[src/rtl/local_bus_slave_regfile.sv]
// Local-bus slave register file with a fixed-latency read pipeline.
// Optional slv_err error strobe is enabled by LOCAL_BUS_SLV_ERR_EN.
module local_bus_slave_regfile #(
  parameter int ADDR_WIDTH = 16,
  parameter int DATA_WIDTH = 32,
  parameter int NUM_REGS = 16,
  parameter logic [ADDR_WIDTH-1:0] BASE_ADDR = '0,
  parameter int RD_LATENCY = 1,
  parameter logic [255:0] RO_MASK = '0,
  parameter logic [DATA_WIDTH-1:0] ERR_DATA = 'hDEAD_BEEF
) (
  input  logic clk,
  input  logic reset_n,
  input  logic addr_en,
  input  logic [ADDR_WIDTH-1:0] addr,
  input  logic rw_direction,
  input  logic [DATA_WIDTH-1:0] wdata,
  output logic [DATA_WIDTH-1:0] rdata,
  output logic rvalid,
  output logic [NUM_REGS*DATA_WIDTH-1:0] reg_q,
  input  logic [NUM_REGS*DATA_WIDTH-1:0] hw_status
`ifdef LOCAL_BUS_SLV_ERR_EN
  ,
  output logic slv_err
`endif
);

  localparam int SHIFT = $clog2(DATA_WIDTH / 8);
  localparam int IW = (NUM_REGS > 1) ? $clog2(NUM_REGS) : 1;
  localparam logic [ADDR_WIDTH:0] NREG =
    (ADDR_WIDTH + 1)'(NUM_REGS);

  logic [ADDR_WIDTH-1:0] off;
  logic [ADDR_WIDTH-1:0] idx_full;
  logic [IW-1:0] idx;
  logic in_range;
  logic wr_hit;
  logic rd_req;
  logic [NUM_REGS*DATA_WIDTH-1:0] rd_src;
  logic [DATA_WIDTH-1:0] rd_val;

  logic [RD_LATENCY-1:0] vld;
  logic [DATA_WIDTH-1:0] dat [RD_LATENCY];

  assign off = addr - BASE_ADDR;
  assign idx_full = off >> SHIFT;
  assign idx = idx_full[IW-1:0];
  assign in_range = (addr >= BASE_ADDR) &&
                    ({1'b0, idx_full} < NREG);
  assign wr_hit = addr_en & rw_direction & in_range;
  assign rd_req = addr_en & ~rw_direction;

  assign rd_val = in_range
    ? rd_src[32'(idx) * DATA_WIDTH +: DATA_WIDTH]
    : ERR_DATA;

  for (genvar i = 0; i < NUM_REGS; i++) begin : g_reg
    logic [DATA_WIDTH-1:0] q;
    logic [DATA_WIDTH-1:0] hw;

    assign hw = hw_status[i*DATA_WIDTH +: DATA_WIDTH];
    assign reg_q[i*DATA_WIDTH +: DATA_WIDTH] = q;

    if (RO_MASK[i]) begin : g_ro
      assign rd_src[i*DATA_WIDTH +: DATA_WIDTH] = hw;

      // Read-only entry mirrors the hardware status value
      always_ff @(posedge clk or negedge reset_n) begin
        if (!reset_n) q <= '0;
        else          q <= hw;
      end
    end else begin : g_rw
      logic unused_hw;
      assign unused_hw = ^hw;
      assign rd_src[i*DATA_WIDTH +: DATA_WIDTH] = q;

      // Writable entry updates on a decoded bus write
      always_ff @(posedge clk or negedge reset_n) begin
        if (!reset_n)
          q <= '0;
        else if (wr_hit && idx == IW'(i))
          q <= wdata;
      end
    end
  end

  // Read pipeline: valid bit plus data per stage, data held when idle
  always_ff @(posedge clk or negedge reset_n) begin
    if (!reset_n) begin
      vld <= '0;
      for (int k = 0; k < RD_LATENCY; k++) dat[k] <= '0;
    end else begin
      vld[0] <= rd_req;
      if (rd_req) dat[0] <= rd_val;
      for (int k = 1; k < RD_LATENCY; k++) begin
        vld[k] <= vld[k-1];
        if (vld[k-1]) dat[k] <= dat[k-1];
      end
    end
  end

  assign rvalid = vld[RD_LATENCY-1];
  assign rdata = dat[RD_LATENCY-1];

`ifdef LOCAL_BUS_SLV_ERR_EN
  logic is_ro;
  logic wr_err;
  logic [RD_LATENCY-1:0] rd_err;

  assign is_ro = RO_MASK[idx];

  // Error flags: one-cycle write error, read error rides the pipeline
  always_ff @(posedge clk or negedge reset_n) begin
    if (!reset_n) begin
      wr_err <= 1'b0;
      rd_err <= '0;
    end else begin
      wr_err <= addr_en & rw_direction & (~in_range | is_ro);
      rd_err[0] <= rd_req & ~in_range;
      for (int k = 1; k < RD_LATENCY; k++)
        rd_err[k] <= rd_err[k-1];
    end
  end

  assign slv_err = wr_err |
                   (vld[RD_LATENCY-1] & rd_err[RD_LATENCY-1]);
`endif

  logic unused_wr;
  assign unused_wr = wr_hit & RO_MASK[255];

endmodule

[config.mk]
export PLATFORM = sky130hd
export DESIGN_NAME = local_bus_slave_regfile
export DESIGN_NICKNAME = d
export VERILOG_FILES = /design/src/rtl/local_bus_slave_regfile.sv
export SDC_FILE = /design/constraint.sdc
export NUM_CORES = 1
export LEC_CHECK = 0
export CELL_PAD_IN_SITES_DETAIL_PLACEMENT = 1
export CELL_PAD_IN_SITES_GLOBAL_PLACEMENT = 1
export CORE_AREA = 5 5 429 431
export DETAILED_ROUTE_END_ITERATION = 12
export DIE_AREA = 0 0 434 436
export PLACE_DENSITY = 0.46
export SYNTH_ARGS = -nofsm -noshare
export SYNTH_HDL_FRONTEND = slang
export SYNTH_SLANG_ARGS = --single-unit
[constraint.sdc]
create_clock -name clk -period 2.95 [get_ports clk]
set_input_delay 0.4425 -clock clk [delete_from_list [all_inputs] [get_ports clk]]
set_output_delay 0.4425 -clock clk [all_outputs]
set_load 0.005 [all_outputs]
**Word level (Yosys, flattened, before mapping)**

Cells that the tools add are included.
Widths: inputs -> output; s select.

- Magnitude comparators: 2
- Equality and inequality tests: 15
- Shift operators: 1
- Mux-type cells: 1
- Bitwise logic cells: 4
- Reduce and logical (&&, ||, !) cells: 18

Operator list:

| kind | number |
|---|---|
| $shiftx 512x10->32 | 1 |
| $eq 4x4->1 const B | 8 |
| $mux 32 | 1 |
| $logic_and 1x1->1 | 17 |
| $eq 4x3->1 const B | 4 |
| $ge 16x1->1 const B | 1 |
| $lt 14x5->1 const B | 1 |
| $eq 4x2->1 const B | 2 |
| $eq 4x1->1 const B | 1 |
| $logic_not 4->1 | 1 |
| $and 1x1->1 | 3 |
| $not 1->1 | 1 |

- Register bits: 545
- Output and inout port bits: 545

**Logic depth before layout (Yosys ltp)**

Gate-level depths: netlist of the first run.

- Word-level depth: 4
- Gate-level depth with buffers: 7

**Least setup slack after synthesis of the first run**

Ideal clock, no wire load.

- Path type: in2reg
- Start point: input port addr[12]
- End point: register g_reg[9].q[10]
- Setup time: 0.125 ns
- Arrival time: 1.936 ns
- Path slack: 0.889 ns
- Stages on the path: 5
- Cell sequence: nor4_2 > nand3b_1 > nor3_2 > buf_4 > mux2_2

- Cells in the longest elaborated chain, start to end: 4

Ends and longest elaborated chain:

| item | RTL line | text |
|---|---|---|
| from (decl) | 15 | `input logic [ADDR_WIDTH-1:0] addr,` |
| $ge 16x1->1 / $lt 14x5->1 (equally long branches) | 48, 49 |  |
| $logic_and 1x1->1 * | 48 | `assign in_range = (addr >= BASE_ADDR) &&` |
| $and 1x1->1 * | 50 | `assign wr_hit = addr_en & rw_direction & in_range;` |
| $logic_and 1x1->1 * | 81 | `else if (wr_hit && idx == IW'(i))` |
| to (signal assigned) | 82 | `q <= wdata;` |
| to (decl) | 58 | `logic [DATA_WIDTH-1:0] q;` |

Mark *: on every way between the ends. The rest lies on a longest branch, timed or not.
A chain may end at the register's enable or synchronous reset.

**Final worst setup path of the first run**

- Start point: register g_reg[6].q[24]
- End point: output port reg_q[216]

RTL lines:

| item | RTL line | text |
|---|---|---|
| from (decl) | 58 |  |
| from (signal assigned) | 82 |  |
| to (decl) | 20 | `output logic [NUM_REGS*DATA_WIDTH-1:0] reg_q,` |

No word-level cell between the ends.

==> results.toml, run 1 <==
[setup_path]
crit_arrival_ns = 2.12
slowest_delay_ns = 1.01
critPathTopFamily = "buffers and inverters"
endpoint_kind = "primary output"
crit_required_ns = 2.51
worst_setup_path_start_kind = "flop"
worstSetupPathType = "flop to primary output"
path_cells = "clkdlybuf4s50_1"
path_max_fanout = 3
worst-path-buf-inv = 1
cp_slowest_cell = "clkdlybuf4s50_1"

[clock_tree]
cts_setup_buffers = 0
numCtsBuffers = 75
clk_pin_slew_worst_paths_ns = 0.06
clock-sinks = 545
cts-root-buf = "clkbuf_16"
clockBufferDepth = 3
cts_hold_buf = 1
cts_tree = "yes"
clkLatencyLatePin_ns = 0.70
cts_max_level = 3
cts_resized = 0

[power_and_ir_drop]
p_switching_mw = 4.48
swShare = 0.255
seq_power_share = 0.425
p_total_mw = 17.6
intPower_mw = 13.1
p_per_area_mw_per_mm2 = 475
pwr-share-clk = 0.523
vdd_drop_max_mv = 0.364
combPwrFrac = 0.052
cellLeakagePower_nw = 16.0

[sta]
skew_ns = 0.0525
hold_viol_final = 0
period_share = 0.869
period_minus_slack_ns = 2.56
final_max_slew_viol_count = 0
worst_slack_ns = 0.388
fmax_mhz = 390
rsz0062_at_grt = "no"
finalSetupTns_ns = 0
setup_viol = 0
whs_ns = 0.356
maxSlewHeadroom = 0.194
worstMarginPinSlew_ns = 1.18

[route]
antenna_left = 0
routed_via_density = 3.76
drt-total-wl_um = 147000
wl_per_cell_um = 31.0
vias = 17900
drc = 0
drt-initial-drc-count = 892
drt_pre_antenna_iters = 4

[min_path]
hp-class = "input port to async pin"

[final_layout]
fill_cells = 19800
drive_gt1_frac = 0.370
fin_area_mm2 = 0.0371
syn2layout_area_growth_pct = 52.9
nNetsFinal = 2879

[global_routing]
antenna_found_initial = 18
grt_max_degree = 61
grt_pass1_wl_um = 194000
grt_remaining_overflow = 0
grt_pass1_vias = 19500
track_usage = 0.152

[die]
die_w_um = 434
design.core.area_mm2 = 0.180
die_h_um = 436
initial_utilization = 0.135
ios = 1109
dieArea_mm2 = 0.189
std_cell_rows = 156

[synth]
synth_seq_area_share = 0.562
ys_types = 32
synth-simple-area-share = 0.0266
ys_ff_latch = 545
synth_area_per_cell_um2 = 14.9
ys_warn_count = 0
synth_compound_area_frac = 0.0367
synth_top_family_by_area = "multiplexers"
syn-cell-area_mm2 = 0.0243
synth_cells = 1625
synth_fa_ha_area_frac = 0
synthMuxAreaShare = 0.347
syn_nets = 2189
yosys.area_share.xor_xnor = 0

[placement]
placed_area_mm2 = 0.0346
dp_slack_ns = -0.272
portBuffers = 594
hpwl_um = 111000
finalWeightedCongestion = 0.782

[run_status]
status = "completed"

[run]
maxCapViolations = 0
[area by class of cell]
type	instances	area [µm²]	area share
sequential	545	13600	0.367
multi-input combinational	945	10100	0.272
clock buffer	111	2230	0.0602
timing repair buffer	747	7910	0.213
antenna	5	12.5	0.000337
inverter	1	3.75	0.000101
tap	2370	2970	0.0799
clock inverter	25	245	0.00661
[Yosys cell counts]
library cell	count	share of area
buf_4	25	0.0077
mux2i_1	104	0.043
a31oi_1	24	0.0062
nand3_1	6	0.0012
nand2_2	1	0.00026
nand2_1	25	0.0039
nand2b_1	11	0.0028
nor3b_1	1	0.00031
clkbuf_1	53	0.0082
or3b_2	2	0.00072
a32o_1	8	0.0033
nor3_2	9	0.0037
nor4bb_1	1	0.00041
a211oi_1	32	0.0099
mux2_2	509	0.24
buf_1	2	0.00031
nand3b_1	4	0.0012
o22ai_1	56	0.014
mux4_2	64	0.059
mux2_1	19	0.0088
buf_2	54	0.011
nor2_2	1	0.00026
a2111oi_0	8	0.0029
dfrtp_1	545	0.56
or3_1	1	0.00026
inv_2	1	0.00015
and2_1	1	0.00026
or3b_1	1	0.00036
nor2_1	42	0.0065
nor2b_1	11	0.0028
nor4_2	2	0.0010
nand4_1	2	0.00052
[cell usage in the layout (no fill, tap or decap), types with 2 or more instances in the layout]
cell,Yosys,routed
mux4_2,64,64
o22ai_1,56,56
buf_12,0,64
clkinv_8,0,4
nand4_1,2,2
nand3b_1,4,4
clkbuf_16,0,76
clkbuf_1,53,15
clkinv_4,0,2
nor3_4,0,9
mux2i_1,104,104
nor2b_1,11,9
buf_4,25,88
nor2_4,0,8
nor2_1,42,35
diode_2,0,5
mux2_1,19,19
mux2_2,509,509
buf_8,0,2
clkbuf_8,0,20
nand3_1,6,5
clkdlybuf4s50_1,0,591
nor2b_4,0,2
nand2_1,25,25
a211oi_1,32,32
dfrtp_1,545,545
a31oi_1,24,24
or3b_2,2,3
nand2b_1,11,11
clkinv_2,0,15
nor4_2,2,2
a32o_1,8,8
a2111oi_0,8,8
[per-layer routing]
layer  GRT usage  up-vias  routed length, µm  share of wire
met3      0.0647      171              14100          0.096
met5           0        -                 34        0.00023
met4      0.0524        6               6050          0.041
met2       0.240      643              66400           0.45
li1            -     7479                  -              -
met1       0.185     9559              60400           0.41
[power groups by stage]
stage | registers [mW] | clock network, mW | logic (mW)
floorplan | 7.62 | 0 | 0.268
global placement | 7.62 | 0 | 0.948
detailed placement | 7.62 | 0 | 0.948
CTS | 7.49 | 9.53 | 0.952
global route | 7.49 | 9.81 | 0.984
finish | 7.49 | 9.21 | 0.915
[cell families (layout without fill, tap and decap cells)]
| kind of cell | count (synthesis) | after routing |
|---|---|---|
| compound gates | 128 | 128 |
| buf+inv | 135 | 884 |
| simple gates | 121 | 121 |
| mux | 696 | 696 |
| other cells | 0 | 5 |
| flops | 545 | 545 |
[worst paths after layout]
check                                            from                    endpoint  slack, ns  cells past startpoint
max                        g_reg[6].q[24]$_DFFE_PN0P_                  reg_q[216]       0.39                      1
min reg2reg                     rdata[20]$_DFFE_PN0P_       rdata[20]$_DFFE_PN0P_       0.50                      1
min                                           reset_n   g_reg[2].q[3]$_DFFE_PN0P_       0.36                      2
max reg2reg                g_reg[2].q[29]$_DFFE_PN0P_       rdata[29]$_DFFE_PN0P_       0.82                      5
min in group clk                rdata[20]$_DFFE_PN0P_       rdata[20]$_DFFE_PN0P_       0.50                      1
max in group asynchronous                     reset_n  g_reg[8].q[12]$_DFFE_PN0P_       1.67                      4
[stage by stage]
step,util,instances
floorplan,-,1625
global placement,0.193,4607
detailed placement,0.193,4607
CTS,0.206,4744
global route,0.206,4745
finish,0.206,4749
[registers in the layout, summed over array words and instances (netlist names)]
| name | cells |
|---|---|
| rdata | 32 |
| g.q | 512 |
| rvalid | 1 |
Note: power is estimated with default switching activity, not from simulation.
==> inputs of run 2 (changes only) <==
--- a/config.mk
+++ b/config.mk
@@ -10,6 +10,7 @@
 export CORE_AREA = 5 5 429 431
 export DETAILED_ROUTE_END_ITERATION = 12
 export DIE_AREA = 0 0 434 436
+export MAX_ROUTING_LAYER = met4
 export PLACE_DENSITY = 0.46
 export SYNTH_ARGS = -nofsm -noshare
 export SYNTH_HDL_FRONTEND = slang
==> results.toml, run 2 (same netlist as run 1, synthesis figures left out) <==
[setup_path]
crit_arrival_ns = 2.09
critPathTopFamily = "buffers and inverters"
path_max_fanout = 3
worstSetupPathType = "flop to primary output"
endpoint_kind = "primary output"
path_cells = "clkdlybuf4s50_1"
crit_required_ns = 2.51
worst_setup_path_start_kind = "flop"
slowest_delay_ns = 0.98
crit_path_start = "g_reg[6].q[24]$_DFFE_PN0P_"
r2r_start = "g_reg[2].q[29]$_DFFE_PN0P_"
worst-path-buf-inv = 1
cp_slowest_cell = "clkdlybuf4s50_1"

[run_status]
status = "completed"

[die]
dieArea_mm2 = 0.189
die_w_um = 434
design.core.area_mm2 = 0.180
ios = 1109
die_h_um = 436
std_cell_rows = 156
initial_utilization = 0.135

[route]
vias = 17900
routed_via_density = 3.76
antenna_left = 0
drt-initial-drc-count = 910
wl_per_cell_um = 31.0
drc = 0
drt-total-wl_um = 147000
drt_pre_antenna_iters = 5

[placement]
portBuffers = 594
dp_cells = 4607
finalWeightedCongestion = 0.793
hpwl_um = 111000

[power_and_ir_drop]
cellLeakagePower_nw = 16.0
p_per_area_mw_per_mm2 = 475
vdd_drop_max_mv = 0.363

[sta]
worstMarginPinSlew_ns = 1.23
fmax_mhz = 395
period_share = 0.858
maxSlewHeadroom = 0.178
period_minus_slack_ns = 2.53
setup_viol = 0
final_max_slew_viol_count = 0
hold_viol_final = 0
skew_ns = 0.0455
rsz0062_at_grt = "no"

[global_routing]
grt_use_met3 = 0.0631
grt_pass1_vias = 19500
grt_use_met1 = 0.186
busiest_layer = "met2"
grt_pass1_wl_um = 194000
antenna_found_initial = 19
use_met2 = 0.241
track_usage = 0.156
grt_max_degree = 61
grt_remaining_overflow = 0

[min_path]
hp-class = "input port to async pin"

[clock_tree]
clockBufferDepth = 3
cts_tree = "yes"
cts-root-buf = "clkbuf_16"
clkLatencyLatePin_ns = 0.69
cts_resized = 0
clock-sinks = 545
cts_hold_buf = 1
numCtsBuffers = 75
clk_pin_slew_worst_paths_ns = 0.06
cts_setup_buffers = 0
cts_max_level = 3

[final_layout]
fill_cells = 19800
largest_reg_flops = 512
layout_commonest_cell = "clkdlybuf4s50_1"
top_register = "g.q"
layout_common_cells = "591 x clkdlybuf4s50_1, 545 x dfrtp_1, 509 x mux2_2"
drive_gt1_frac = 0.370
fin_cells = 4751
nNetsFinal = 2879
utilization = 0.206
syn2layout_area_growth_pct = 52.9

[run]
maxCapViolations = 0
[run 2: changes by cell type in the layout (fill, tap and decap cells not counted)]
cell / before / now
diode_2: 5 / 7
[run 2: metrics by stage]
stage                     TNS, ns  setup WS (ns)  power, mW  area, µm²  hold WS [ns]
after floorplan                 0          0.889       7.89      24300         0.147
after global placement     -0.455         -0.256       8.57      34600         0.464
after detailed placement   -0.429         -0.272       8.57      34600         0.466
after CTS                       0          0.429       18.0      37100         0.312
after global routing            0          0.348       18.3      37100         0.340
final                           0          0.419       17.6      37100         0.349
[run 2: worst reg2reg max path, cell delays in order (launching register included)]
cell and delay, ns:
dfrtp_1 0.37, mux2_2 0.21, o22ai_1 0.09, buf_4 0.17
a2111oi_0 0.85, a32o_1 0.28
[run 2: path summary, 6_finish.rpt]
path                       cells past startpoint  slack [ns]                         end
max                                            1        0.42                  reg_q[216]
min                                            2        0.35   g_reg[9].q[0]$_DFFE_PN0P_
max reg2reg                                    5        0.95       rdata[29]$_DFFE_PN0P_
min reg2reg                                    1        0.50       rdata[20]$_DFFE_PN0P_
max in group asynchronous                      4        1.67  g_reg[9].q[15]$_DFFE_PN0P_
min in group clk                               1        0.50       rdata[20]$_DFFE_PN0P_
[run 2: layout make-up]
| class | count | area (µm²) | share of cell area |
|---|---|---|---|
| repair buffers | 747 | 7910 | 0.213 |
| multi-input cells | 945 | 10100 | 0.272 |
| well taps | 2370 | 2970 | 0.0799 |
| clock inverters | 25 | 245 | 0.00661 |
| diodes | 7 | 17.5 | 0.000472 |
| flip-flops and latches | 545 | 13600 | 0.367 |
| clock buffers | 111 | 2230 | 0.0602 |
| inverters | 1 | 3.75 | 0.000101 |
[run 2: metal layers]
| metal | vias up | part of all wire |
|---|---|---|
| met5 | - | 0 |
| met2 | 637 | 0.45 |
| met4 | 0 | 0.039 |
| met3 | 173 | 0.091 |
| met1 | 9611 | 0.41 |
| li1 | 7457 | - |
[run 2: report_power, final]
part | leakage [nW] | switching [mW] | internal (mW)
clock | 1.23 | 3.84 | 5.37
combinational | 7.29 | 0.636 | 0.279
sequential | 7.49 | 0.00513 | 7.48
==> inputs of run 3 (changes only) <==
==> constraint.sdc (replaced) <==
create_clock -name clk -period 2.95 [get_ports clk]
set_input_delay 0.885 -clock clk [delete_from_list [all_inputs] [get_ports clk]]
set_output_delay 0.885 -clock clk [all_outputs]
set_load 0.005 [all_outputs]
==> results.toml, run 3 (same netlist as run 1, synthesis figures left out) <==
[global_routing]
grt_remaining_overflow = 0
grt_use_met3 = 0.0614
grt_pass1_vias = 19500
track_usage = 0.156
grt_use_met1 = 0.186
antenna_found_initial = 17
busiest_layer = "met2"
grt_max_degree = 80
grt_pass1_wl_um = 193000
use_met2 = 0.243

[setup_path]
worst-path-buf-inv = 1
reg2reg_slack_ns = 1.14
worstSetupEndpoint = "reg_q[308]"
crit_required_ns = 2.07
cp_slowest_cell = "clkdlybuf4s50_1"
path_max_fanout = 3
worst_setup_path_start_kind = "flop"
slowest_delay_ns = 0.77
critPathTopFamily = "buffers and inverters"
worstReg2RegEnd = "rdata[13]$_DFFE_PN0P_"
r2r_start = "g_reg[11].q[13]$_DFFE_PN0P_"
crit_path_start = "g_reg[9].q[20]$_DFFE_PN0P_"
path_cells = "clkdlybuf4s50_1"
crit_arrival_ns = 2.00
cp_num_cells = 1
worstSetupPathType = "flop to primary output"
r2r_cells = 3
endpoint_kind = "primary output"

[power_and_ir_drop]
vdd_drop_max_mv = 0.425
p_per_area_mw_per_mm2 = 475
cellLeakagePower_nw = 16.3

[die]
dieArea_mm2 = 0.189
die_w_um = 434
die_h_um = 436
std_cell_rows = 156
ios = 1109
initial_utilization = 0.135
design.core.area_mm2 = 0.180

[route]
wl_per_cell_um = 30.7
drc = 0
drt-initial-drc-count = 800
antenna_left = 0
drt-total-wl_um = 146000
routed_via_density = 3.76
vias = 18000
drt_pre_antenna_iters = 5

[sta]
hold_viol_final = 0
worst_slack_ns = 0.0694
rsz0062_at_grt = "no"
period_minus_slack_ns = 2.88
final_max_slew_viol_count = 0
fmax_mhz = 347
maxSlewHeadroom = 0.464
finalSetupTns_ns = 0
skew_ns = 0.0287
period_share = 0.976
whs_ns = 0.157
worstMarginPinSlew_ns = 0.802
setup_viol = 0

[placement]
placed_area_mm2 = 0.0349
hpwl_um = 112000
dp_slack_ns = -0.377
portBuffers = 594
finalWeightedCongestion = 0.797

[clock_tree]
clk_pin_slew_worst_paths_ns = 0.06
clockBufferDepth = 3
numCtsBuffers = 76
clkLatencyLatePin_ns = 0.69
cts_max_level = 3
cts_resized = 1
clock-sinks = 545
cts_tree = "yes"
cts-root-buf = "clkbuf_16"
cts_setup_buffers = 0
cts_hold_buf = 0

[final_layout]
fin_area_mm2 = 0.0374
register_area_mm2 = 0.0136
layout_common_cells = "582 x clkdlybuf4s50_1, 544 x dfrtp_1, 509 x mux2_2"
largest_reg_flops = 512
top_register = "g.q"
drive_gt1_frac = 0.373
layout_commonest_cell = "clkdlybuf4s50_1"
multi_input_area_mm2 = 0.0101
syn2layout_area_growth_pct = 54.1
fill_cells = 19900
nNetsFinal = 2904

[min_path]
hp-class = "input port to async pin"

[run_status]
status = "completed"

[run]
maxCapViolations = 0
## run 3: cell types whose count changed in the layout (fill, tap and decap cells not counted), sizes merged
| cell | delta |
|---|---|
| buf | +25 |
| clkdlybuf4s50 | -9 |
| clkinv | -9 |
| dlymetal6s2s | +9 |
| bufinv | +4 |
| inv | +4 |
| diode | +3 |
| clkbuf | -2 |
| dlygate4sd3 | -1 |
## run 3: final cells by class
type	count	share of cell area
Clock inverter	24	0.00920
Sequential cell	545	0.365
Clock buffer	109	0.0568
Timing Repair Buffer	771	0.219
Antenna cell	10	0.000669
Tap cell	2370	0.0793
Multi-Input combinational cell	945	0.270
Inverter	1	0.000100
## run 3: worst min path at each step
stage,slack [ns],end,cells after the start,start
6_report,0.16,g_reg[15].q[26]$_DFFE_PN0P_,1,reset_n
5_1_grt,0.13,g_reg[15].q[26]$_DFFE_PN0P_,1,reset_n
4_1_cts,0.12,g_reg[15].q[26]$_DFFE_PN0P_,1,reset_n
3_5_place_dp,0.50,rdata[8]$_DFFE_PN0P_,1,rdata[8]$_DFFE_PN0P_
3_3_place_gp,0.48,rdata[29]$_DFFE_PN0P_,1,rdata[29]$_DFFE_PN0P_
2_1_floorplan,0.49,rdata[14]$_DFFE_PN0P_,1,rdata[14]$_DFFE_PN0P_
## run 3: power by group
group          internal (mW)  switching [mW]
logic                  0.306           0.631
clock network           5.49            3.85
registers               7.49         0.00522
total                   13.3            4.49
## run 3: layer usage
layer	vias to the layer above	share of wire
met5	-	0
met4	0	0.033
met3	159	0.085
met2	571	0.46
met1	9689	0.42
li1	7548	-
## run 3: through the flow
| stage | std cells | power [mW] | util |
|---|---|---|---|
| after detailed placement | 4632 | 8.60 | 0.194 |
| after CTS | 4765 | 18.1 | 0.208 |
| after floorplan | 1625 | 7.89 | - |
| after global routing | 4770 | 18.4 | 0.208 |
| final | 4775 | 17.8 | 0.208 |
| after global placement | 4632 | 8.60 | 0.194 |
